--- src/rtl/fir_rf_writeback_pkg.sv ---
// Shared types and default widths for the FIR offload interface blocks.
package fir_pkg;

  localparam int FIR_ADDR_W = 5;
  localparam int FIR_DATA_W = 32;

  typedef enum logic [1:0] {
    IDLE,
    START,
    DRAIN
  } fir_wb_state_t;

endpackage

--- src/rtl/fir_rf_writeback_if.sv ---
// Bundle of CPU request, FIR controller handshake/write stream and merged RF write port.
interface fir_rf_writeback_if #(
  parameter int ADDR_W = fir_pkg::FIR_ADDR_W,
  parameter int DATA_W = fir_pkg::FIR_DATA_W
);
  logic              cpu_fir_go;
  logic              fir_start;
  logic              fir_done;
  logic              fir_rf_we;
  logic [ADDR_W-1:0] fir_rf_waddr;
  logic [DATA_W-1:0] fir_rf_wdata;
  logic              cpu_wb_we;
  logic [ADDR_W-1:0] cpu_wb_waddr;
  logic [DATA_W-1:0] cpu_wb_wdata;
  logic              rf_we;
  logic [ADDR_W-1:0] rf_waddr;
  logic [DATA_W-1:0] rf_wdata;
  logic              fir_busy;
  logic              fir_complete;
  logic              fir_ovf;

  // Driven by the CPU/FIR-controller side.
  modport master (
    output cpu_fir_go, fir_done, fir_rf_we, fir_rf_waddr, fir_rf_wdata,
           cpu_wb_we, cpu_wb_waddr, cpu_wb_wdata,
    input  fir_start, rf_we, rf_waddr, rf_wdata, fir_busy, fir_complete, fir_ovf
  );

  // The writeback block itself.
  modport slave (
    input  cpu_fir_go, fir_done, fir_rf_we, fir_rf_waddr, fir_rf_wdata,
           cpu_wb_we, cpu_wb_waddr, cpu_wb_wdata,
    output fir_start, rf_we, rf_waddr, rf_wdata, fir_busy, fir_complete, fir_ovf
  );

endinterface

--- src/rtl/fir_rf_writeback_fifo.sv ---
// Small FIFO buffering FIR register writes; pointers carry an extra wrap bit.
module fir_wb_fifo #(
  parameter int DEPTH = 4,
  parameter int WIDTH = 37
) (
  input  logic             clock,
  input  logic             reset,
  input  logic             push,
  input  logic             pop,
  input  logic [WIDTH-1:0] din,
  output logic [WIDTH-1:0] dout,
  output logic             full,
  output logic             empty
);

  localparam int PW = $clog2(DEPTH);

  logic [PW:0]      wr_ptr_q, wr_ptr_d;
  logic [PW:0]      rd_ptr_q, rd_ptr_d;
  logic [WIDTH-1:0] mem_q [DEPTH];
  logic             do_push;
  logic             do_pop;

  assign empty = (wr_ptr_q == rd_ptr_q);
  assign full  = (wr_ptr_q[PW] != rd_ptr_q[PW]) &&
                 (wr_ptr_q[PW-1:0] == rd_ptr_q[PW-1:0]);

  // A full FIFO still takes a push when the head leaves in the same cycle.
  assign do_pop  = pop && !empty;
  assign do_push = push && (!full || do_pop);

  assign wr_ptr_d = do_push ? wr_ptr_q + 1'b1 : wr_ptr_q;
  assign rd_ptr_d = do_pop  ? rd_ptr_q + 1'b1 : rd_ptr_q;
  assign dout     = mem_q[rd_ptr_q[PW-1:0]];

  // NOTE: state registers use non-blocking assignments so every flop samples pre-edge values.
  always_ff @(posedge clock or posedge reset) begin
    if (reset) begin
      wr_ptr_q <= '0;
      rd_ptr_q <= '0;
    end else begin
      wr_ptr_q <= wr_ptr_d;
      rd_ptr_q <= rd_ptr_d;
    end
  end

  // NOTE: storage is not reset; emptiness comes from the pointers, so stale data is never read.
  always_ff @(posedge clock) begin
    if (do_push) mem_q[wr_ptr_q[PW-1:0]] <= din;
  end

endmodule

--- src/rtl/fir_rf_writeback.sv ---
// Processor-side FIR offload end: start/done handshake FSM and merge of buffered FIR
// register writes into the single RF write port, with CPU writeback taking priority.
module fir_rf_writeback
  import fir_pkg::*;
#(
  parameter int DEPTH  = 4,
  parameter int ADDR_W = FIR_ADDR_W,
  parameter int DATA_W = FIR_DATA_W
) (
  input logic                 clock,
  input logic                 reset,
  fir_rf_writeback_if.slave   bus
);

  localparam int WIDTH = ADDR_W + DATA_W;

  fir_wb_state_t     state_q, state_d;
  logic              start_q, start_d;
  logic              complete_q, complete_d;
  logic              ovf_q, ovf_d;

  logic              push_v;
  logic              pop_req;
  logic              fifo_full;
  logic              fifo_empty;
  logic [WIDTH-1:0]  fifo_dout;
  logic [ADDR_W-1:0] head_addr;
  logic [DATA_W-1:0] head_data;
  logic              overflow;

  logic              rf_we;
  logic [ADDR_W-1:0] rf_waddr;
  logic [DATA_W-1:0] rf_wdata;

  // x0 is hard-wired, so writes to it never occupy a FIFO slot.
  assign push_v   = bus.fir_rf_we && (bus.fir_rf_waddr != '0);
  assign pop_req  = !bus.cpu_wb_we && !fifo_empty;
  assign overflow = push_v && fifo_full && !pop_req;

  fir_wb_fifo #(
    .DEPTH (DEPTH),
    .WIDTH (WIDTH)
  ) u_fifo (
    .clock (clock),
    .reset (reset),
    .push  (push_v),
    .pop   (pop_req),
    .din   ({bus.fir_rf_waddr, bus.fir_rf_wdata}),
    .dout  (fifo_dout),
    .full  (fifo_full),
    .empty (fifo_empty)
  );

  assign {head_addr, head_data} = fifo_dout;

  // NOTE: every combinational output gets a default first, so no path can infer a latch.
  always_comb begin
    state_d    = state_q;
    complete_d = 1'b0;
    ovf_d      = ovf_q;
    unique case (state_q)
      IDLE: if (bus.cpu_fir_go) begin
        state_d = START;
        ovf_d   = 1'b0;
      end
      START: if (bus.fir_done) state_d = DRAIN;
      DRAIN: if (fifo_empty && !push_v) begin
        state_d    = IDLE;
        complete_d = 1'b1;
      end
      default: state_d = IDLE;
    endcase
    // A fresh overflow outranks the clear from a simultaneous accepted request.
    if (overflow) ovf_d = 1'b1;
    start_d = (state_d == START);
  end

  always_ff @(posedge clock or posedge reset) begin
    if (reset) begin
      state_q    <= IDLE;
      start_q    <= 1'b0;
      complete_q <= 1'b0;
      ovf_q      <= 1'b0;
    end else begin
      state_q    <= state_d;
      start_q    <= start_d;
      complete_q <= complete_d;
      ovf_q      <= ovf_d;
    end
  end

  always_comb begin
    rf_we    = 1'b0;
    rf_waddr = '0;
    rf_wdata = '0;
    if (bus.cpu_wb_we) begin
      rf_we    = 1'b1;
      rf_waddr = bus.cpu_wb_waddr;
      rf_wdata = bus.cpu_wb_wdata;
    end else if (!fifo_empty) begin
      rf_we    = 1'b1;
      rf_waddr = head_addr;
      rf_wdata = head_data;
    end
  end

  assign bus.rf_we        = rf_we;
  assign bus.rf_waddr     = rf_waddr;
  assign bus.rf_wdata     = rf_wdata;
  assign bus.fir_start    = start_q;
  assign bus.fir_busy     = (state_q != IDLE);
  assign bus.fir_complete = complete_q;
  assign bus.fir_ovf      = ovf_q;

endmodule

--- src/flat_wrapper.sv ---
// flat-port wrapper written by rule: the top's interface ports become plain ports
module fir_rf_writeback_flat import fir_pkg::*;
#(
  parameter int DEPTH  = 4,
  parameter int ADDR_W = FIR_ADDR_W,
  parameter int DATA_W = FIR_DATA_W
)
  (clock, reset, bus_cpu_fir_go, bus_fir_done, bus_fir_rf_we, bus_fir_rf_waddr, bus_fir_rf_wdata, bus_cpu_wb_we, bus_cpu_wb_waddr, bus_cpu_wb_wdata, bus_fir_start, bus_rf_we, bus_rf_waddr, bus_rf_wdata, bus_fir_busy, bus_fir_complete, bus_fir_ovf);
  fir_rf_writeback_if #(.ADDR_W(ADDR_W), .DATA_W(DATA_W)) bus_i ();
  input logic clock;
  input logic reset;
  input wire logic [$bits(bus_i.cpu_fir_go)-1:0] bus_cpu_fir_go;
  input wire logic [$bits(bus_i.fir_done)-1:0] bus_fir_done;
  input wire logic [$bits(bus_i.fir_rf_we)-1:0] bus_fir_rf_we;
  input wire logic [$bits(bus_i.fir_rf_waddr)-1:0] bus_fir_rf_waddr;
  input wire logic [$bits(bus_i.fir_rf_wdata)-1:0] bus_fir_rf_wdata;
  input wire logic [$bits(bus_i.cpu_wb_we)-1:0] bus_cpu_wb_we;
  input wire logic [$bits(bus_i.cpu_wb_waddr)-1:0] bus_cpu_wb_waddr;
  input wire logic [$bits(bus_i.cpu_wb_wdata)-1:0] bus_cpu_wb_wdata;
  output wire logic [$bits(bus_i.fir_start)-1:0] bus_fir_start;
  output wire logic [$bits(bus_i.rf_we)-1:0] bus_rf_we;
  output wire logic [$bits(bus_i.rf_waddr)-1:0] bus_rf_waddr;
  output wire logic [$bits(bus_i.rf_wdata)-1:0] bus_rf_wdata;
  output wire logic [$bits(bus_i.fir_busy)-1:0] bus_fir_busy;
  output wire logic [$bits(bus_i.fir_complete)-1:0] bus_fir_complete;
  output wire logic [$bits(bus_i.fir_ovf)-1:0] bus_fir_ovf;
  assign bus_i.cpu_fir_go = bus_cpu_fir_go;
  assign bus_i.fir_done = bus_fir_done;
  assign bus_i.fir_rf_we = bus_fir_rf_we;
  assign bus_i.fir_rf_waddr = bus_fir_rf_waddr;
  assign bus_i.fir_rf_wdata = bus_fir_rf_wdata;
  assign bus_i.cpu_wb_we = bus_cpu_wb_we;
  assign bus_i.cpu_wb_waddr = bus_cpu_wb_waddr;
  assign bus_i.cpu_wb_wdata = bus_cpu_wb_wdata;
  assign bus_fir_start = bus_i.fir_start;
  assign bus_rf_we = bus_i.rf_we;
  assign bus_rf_waddr = bus_i.rf_waddr;
  assign bus_rf_wdata = bus_i.rf_wdata;
  assign bus_fir_busy = bus_i.fir_busy;
  assign bus_fir_complete = bus_i.fir_complete;
  assign bus_fir_ovf = bus_i.fir_ovf;
  fir_rf_writeback #(.DEPTH(DEPTH), .ADDR_W(ADDR_W), .DATA_W(DATA_W)) u_core (.clock(clock), .reset(reset), .bus(bus_i));
endmodule
--- config.mk ---
export PLATFORM = sky130hd
export DESIGN_NAME = fir_rf_writeback_flat
export DESIGN_NICKNAME = d
export VERILOG_FILES = /design/src/rtl/fir_rf_writeback_pkg.sv /design/src/rtl/fir_rf_writeback_if.sv /design/src/rtl/fir_rf_writeback_fifo.sv /design/src/rtl/fir_rf_writeback.sv /design/src/flat_wrapper.sv
export SDC_FILE = /design/constraint.sdc
export NUM_CORES = 1
export LEC_CHECK = 0
export CORE_MARGIN = 1
export CORE_UTILIZATION = 52
export CTS_CLUSTER_SIZE = 8
export DETAILED_ROUTE_END_ITERATION = 8
export PLACE_DENSITY = 0.85
export SLEW_MARGIN = 10
export SYNTH_ARGS = -nofsm -noshare
export SYNTH_HDL_FRONTEND = slang
export SYNTH_SLANG_ARGS = --single-unit
--- constraint.sdc ---
create_clock -name clock -period 2.9 [get_ports clock]
set_input_delay 0.58 -clock clock [delete_from_list [all_inputs] [get_ports clock]]
set_output_delay 0.58 -clock clock [all_outputs]
set_load 0.02 [all_outputs]
; ---- After elaboration in Yosys (flattened, before gate mapping)
; Memories as Yosys holds them, arrays and structs flattened.
; Cells that the tools add are included.
; W data, S select, Z words.
[totals]
regBits = 11
ramBits = 148
memories = 1
[mem_list]
columns = memory, depth, word_bits, read_ports, rd_clocked_by_memory_dff, wr, line_no
row1 = u_core.u_fifo.mem_q, 4, 37, 1, 0, 1, fir_rf_writeback_fifo.sv:20  ; logic [WIDTH-1:0] mem_q [DEPTH];
[op_classes]
n_addsub = 2
eq_ne = 6
mux = 17
n_reduce_logical = 20
[ops]
columns = cell, n
row1 = $mux W32, 2
row2 = $mux W5, 2
row3 = $mux W1, 9
row4 = $logic_and A1 B1 Y1, 8
row5 = $add A3 B1 Y3 const B, 2
row6 = $mux W2, 3
row7 = $pmux W2 S3, 1
row8 = $reduce_bool A2 Y1, 3
row9 = $logic_not A1 Y1, 5
row10 = $reduce_bool A5 Y1, 1
row11 = $eq A2 B1 Y1 const B, 2
row12 = $eq A3 B3 Y1, 1
row13 = $eq A2 B2 Y1, 1
row14 = $eq A2 B2 Y1 const B, 1
row15 = $logic_not A2 Y1, 1
row16 = $reduce_and A2 Y1, 1
row17 = $logic_or A1 B1 Y1, 1
row18 = $ne A1 B1 Y1, 1

; ---- Depth between registers and ports, before layout
[logic_depth]
word_depth = 8
ltp_mapped = 6
mapped_depth_nobuf = 4

; ---- Cells and area by module
; A second synthesis with hierarchy kept.
[hier_totals]
cells_unflattened = 301
hier_area_um2 = 6384.9
[modules_own_cells]
columns = mod, n_inst, cells_each, area_per_inst_um2, seq_area_each_um2
row1 = fir_wb_fifo, 1, 229, 5768.0, 4594.4
row2 = fir_rf_writeback, 1, 72, 616.8, 125.1

; ---- Worst setup path after synthesis
; No wires, ideal clock.
[synth_path]
path_kind = input to register
start = in bus_fir_rf_waddr[0]
end = mem u_core.u_fifo.mem_q[0][0] (enable)
setup_time_ns = 0.429
arrival_ns = 1.889
t_required_ns = 2.471
path_slack_ns = 0.582
stages = 3
path_cell_list = or4_1 -> o21a_1 -> and3_1
[synth_via]
elab_chain_cells = 5
[synth_lines]
columns = item, line_no
row1 = start: declaration, flat_wrapper.sv:15  ; input wire logic [$bits(bus_i.fir_rf_waddr)-1:0] bus_fir_rf_waddr;
row2 = $reduce_bool A5 Y1, fir_rf_writeback.sv:36  ; assign push_v = bus.fir_rf_we && (bus.fir_rf_waddr != '0);
row3 = $logic_and A1 B1 Y1, fir_rf_writeback.sv:36
row4 = $logic_and A1 B1 Y1, fir_rf_writeback_fifo.sv:30  ; assign do_push = push && (!full || do_pop);
row5 = $mux W1, fir_rf_writeback_fifo.sv:49  ; if (do_push) mem_q[wr_ptr_q[PW-1:0]] <= din;
row6 = $mux W1 (implied by the code), fir_rf_writeback_fifo.sv:49
row7 = end: declaration, fir_rf_writeback_fifo.sv:20
; No other way between the ends.

; ---- Final worst setup path
[layout_path]
start = reg u_core.u_fifo.wr_ptr_q[1]
end = out bus_rf_we
[layout_via]
elab_chain_cells = 3
[layout_lines]
columns = item, line_no
row1 = start: declaration, fir_rf_writeback_fifo.sv:18  ; logic [PW:0] wr_ptr_q, wr_ptr_d;
row2 = start signal: assignment, fir_rf_writeback_fifo.sv:42  ; wr_ptr_q <= wr_ptr_d;
row3 = $eq A3 B3 Y1, fir_rf_writeback_fifo.sv:24  ; assign empty = (wr_ptr_q == rd_ptr_q);
row4 = $mux W1, fir_rf_writeback.sv:100  ; end else if (!fifo_empty) begin
row5 = $mux W1, fir_rf_writeback.sv:96  ; if (bus.cpu_wb_we) begin
row6 = end: declaration, flat_wrapper.sv:21  ; output wire logic [$bits(bus_i.rf_we)-1:0] bus_rf_we;
; No other way between the ends.

==> impl_metrics.sql <==
INSERT INTO impl_metrics (metric_group, metric, value, unit) VALUES
('power_and_ir_drop', 'static_power_due_to_leakage', '3.05', 'nW'),
('finish', 'register_area', '4720', 'um^2'),
('sta', 'drv_slew', '0', ''),
('yosys', 'synth.area.top_cells', 'sky130_fd_sc_hd__edfxtp_1 (68%), sky130_fd_sc_hd__mux4_2 (13%), sky130_fd_sc_hd__dfrtp_1 (4.2%), sky130_fd_sc_hd__nand2b_1 (3.7%), sky130_fd_sc_hd__o21ai_1 (2.9%)', ''),
('yosys', 'syn_nets', '457', ''),
('power_and_ir_drop', 'power.density_cell_area', '986', 'nW/um^2'),
('yosys', 'synth.lib_cells_used.distinct', '28', ''),
('finish', 'fin_area', '8540', 'um^2'),
('die', 'io-pin-count', '122', ''),
('grt', 'grt_first_pass_wirelength', '20.6', 'mm'),
('power_and_ir_drop', 'p_comb_frac', '0.367', ''),
('grt', 'largest_net_degree_at_the_start_of_global_routing', '79', ''),
('run_status', 'outcome', 'completed', ''),
('finish', 'final_core_util', '0.705', ''),
('cts', 'ctsHtreeMaxLevel', '4', ''),
('yosys', 'ys_warn_count', '0', ''),
('sta', 'finalSetupTns', '0', 'ns'),
('detailed_routing', 'drt_first_iter_violations', '179', ''),
('worst_setup_path', 'r2r-start', 'u_core.u_fifo.rd_ptr_q[0]', ''),
('worst_setup_path', 'end_kind', 'output pin', ''),
('worst_setup_path', 'worst-path-max-fanout', '25', ''),
('sta', 'slew_headroom', '0.589', ''),
('die', 'chip_height', '114', 'um'),
('die', 'area_of_the_die', '13000', 'um^2'),
('power_and_ir_drop', 'power.clock.fraction', '0.249', ''),
('yosys', 'mappedNetlistArea', '6540', 'um^2'),
('yosys', 'synth_common_cells', 'sky130_fd_sc_hd__edfxtp_1 (148), sky130_fd_sc_hd__nand2_1 (39), sky130_fd_sc_hd__nand2b_1 (39)', ''),
('die', 'effective_utilization_at_floorplan', '0.540', ''),
('yosys', 'synth.most_common_cell', 'sky130_fd_sc_hd__edfxtp_1', ''),
('placement', 'placedCellCount', '653', ''),
('worst_setup_path', 'rr_worst_depth', '3', ''),
('sta', 'fmax', '352', 'MHz'),
('detailed_routing', 'drc', '0', ''),
('cts', 'worst_setup_hold_path_clk_slew', '0.06', 'ns'),
('sta', 'finish_stage_setup_viols', '0', ''),
('finish', 'area_growth', '30.6', '%'),
('cts', 'cts-buffers-inserted', '17', ''),
('finish', 'fin_cells', '687', ''),
('worst_setup_path', 'timing.setup.critical_path_class', 'flop to output pin', ''),
('yosys', 'async_reset_ff_frac', '0.0692', ''),
('yosys', 'netlist_instances', '372', ''),
('yosys', 'synth_enable_flop_cells', '148', ''),
('detailed_routing', 'viasPerCell', '5.45', ''),
('grt', 'track_usage', '0.222', ''),
('detailed_routing', 'routed-via-count', '3742', ''),
('die', 'die-width', '114', 'um'),
('cts', 'hold_bufs_at_cts', '0', ''),
('grt', 'grt_antenna_before_repair', '1', ''),
('worst_setup_path', 'timing.reg2reg.setup_slack', '0.98', 'ns'),
('yosys', 'synthesis.area_per_instance', '17.6', 'um^2'),
('sta', 'timing.final.hold_violations', '0', ''),
('detailed_routing', 'routedWlPerCell', '20.2', 'um'),
('placement', 'post-dp-hpwl', '8.02', 'mm'),
('job', 'max-cap-violations', '0', ''),
('die', 'core_outline_area', '12100', 'um^2'),
('yosys', 'ys_ff_latch', '159', ''),
('sta', 'timing.final.crit_period', '2.84', 'ns'),
('die', 'rows', '40', ''),
('worst_setup_path', 'critPathArrivalTime', '2.26', 'ns'),
('detailed_routing', 'antenna_violating_nets_post_route', '0', ''),
('finish', 'multi_input_combinational_cell_area', '1700', 'um^2'),
('power_and_ir_drop', 'internal_power', '0.00570', 'W'),
('cts', 'worstSkewPairLatency', '0.42', 'ns'),
('power_and_ir_drop', 'max-vdd-ir-drop', '0.558', 'mV'),
('finish', 'post_route_cells_drive_above_1_share', '0.181', ''),
('cts', 'cts.repair_timing.setup_buffer_count', '0', ''),
('worst_setup_path', 'cp.required', '2.32', 'ns'),
('worst_setup_path', 'worst_r2r_endpoint', 'u_core.u_fifo.mem_q[3][22]', ''),
('sta', 'period_utilization', '0.978', ''),
('cts', 'cts.path.max_buffers', '2', ''),
('placement', 'gp_congestion', '0.708', '');
critical path, stage by stage (launching register included):
cell	delay [ns]
sky130_fd_sc_hd__dfrtp_1	0.45
sky130_fd_sc_hd__xnor2_1	0.27
sky130_fd_sc_hd__and3b_2	0.33
sky130_fd_sc_hd__buf_12	0.19
sky130_fd_sc_hd__nand2b_1	0.07
sky130_fd_sc_hd__clkdlybuf4s50_1	0.54
metrics by stage:
stage | hold slack (ns) | worst slack, ns | total power, W
final | 0.449 | 0.0626 | 0.00842
after global routing | 0.485 | -0.0284 | 0.00880
after CTS | 0.456 | 0.00242 | 0.00841
after detailed placement | 0.490 | 0.261 | 0.00644
after global placement | 0.474 | 0.276 | 0.00635
after floorplan | 0.432 | 0.582 | 0.00528
worst max path at each step:
stage	from	end	slack (ns)	cells past startpoint
after floorplan	bus_fir_rf_waddr[0]	u_core.u_fifo.mem_q[0][0]	0.58	3
after global placement	bus_fir_rf_waddr[3]	u_core.u_fifo.wr_ptr_q[2]	0.28	5
after detailed placement	bus_fir_rf_waddr[0]	u_core.u_fifo.wr_ptr_q[2]	0.26	5
after CTS	u_core.u_fifo.rd_ptr_q[0]	bus_rf_waddr[1]	0.002	5
after global routing	u_core.u_fifo.wr_ptr_q[1]	bus_rf_we	-0.03	5
final	u_core.u_fifo.wr_ptr_q[1]	bus_rf_we	0.06	5
registers in the layout, indices dropped and copies added (netlist names):
name,flops
u_core.u_fifo.mem_q,148
u_core.u_fifo.rd_ptr_q,3
u_core.u_fifo.wr_ptr_q,3
u_core.state_q,2
u_core.bus.fir_complete,1
u_core.bus.fir_ovf,1
u_core.bus.fir_start,1
final cells by class:
cell class / count / area share
inverters: 4 / 0.00176
diodes: 1 / 0.000293
flip-flops and latches: 159 / 0.553
clock inverters: 14 / 0.0155
well taps: 168 / 0.0246
clock buffers: 18 / 0.0502
repair buffers: 135 / 0.156
multi-input cells: 188 / 0.199
cell usage in the layout, fill, tap and decap left out, drive strengths merged, types with 2 or more instances in the layout:
master,instances
ha,5
xor2,4
dfrtp,11
nand2b,39
xnor2,3
clkinv,5
mux2,2
buf,14
clkbuf,19
nand2,39
and3,4
clkinvlp,3
o21ai,42
clkdlybuf4s50,83
nor2,4
inv,9
edfxtp,148
mux4,37
dlygate4sd2,36
per-layer routing:
layer,global-route usage,share of wire
met5,0,0
met2,0.376,0.54
met3,0.0598,0.058
met4,0.106,0.014
met1,0.267,0.39
power groups by stage:
stage | clock network, W | registers (W) | logic (W)
3_5_place_dp | 0 | 0.00324 | 0.00319
4_1_cts | 0.00212 | 0.00322 | 0.00307
2_1_floorplan | 0 | 0.00320 | 0.00207
3_3_place_gp | 0 | 0.00320 | 0.00315
5_1_grt | 0.00221 | 0.00326 | 0.00333
6_report | 0.00209 | 0.00324 | 0.00309
cell families (layout without fill, tap and decap cells):
group | after synthesis | in the layout | synth area share
mux | 39 | 39 | 0.131
fa+ha+maj | 5 | 5 | 0.00957
flops | 159 | 159 | 0.722
compound gates | 44 | 44 | 0.0344
other cells | 0 | 1 | 0
buf+inv | 25 | 171 | 0.0193
xor+xnor | 7 | 7 | 0.00938
simple gates | 93 | 93 | 0.0746
timing repair:
action / in CTS / in global routing
cloned: 0 / 1
endpoints found under the setup margin: 36 / 1
endpoints found under the hold margin: 0 / 0
gates resized for setup: 38 / 2
Power figures use the tool's default switching activity.
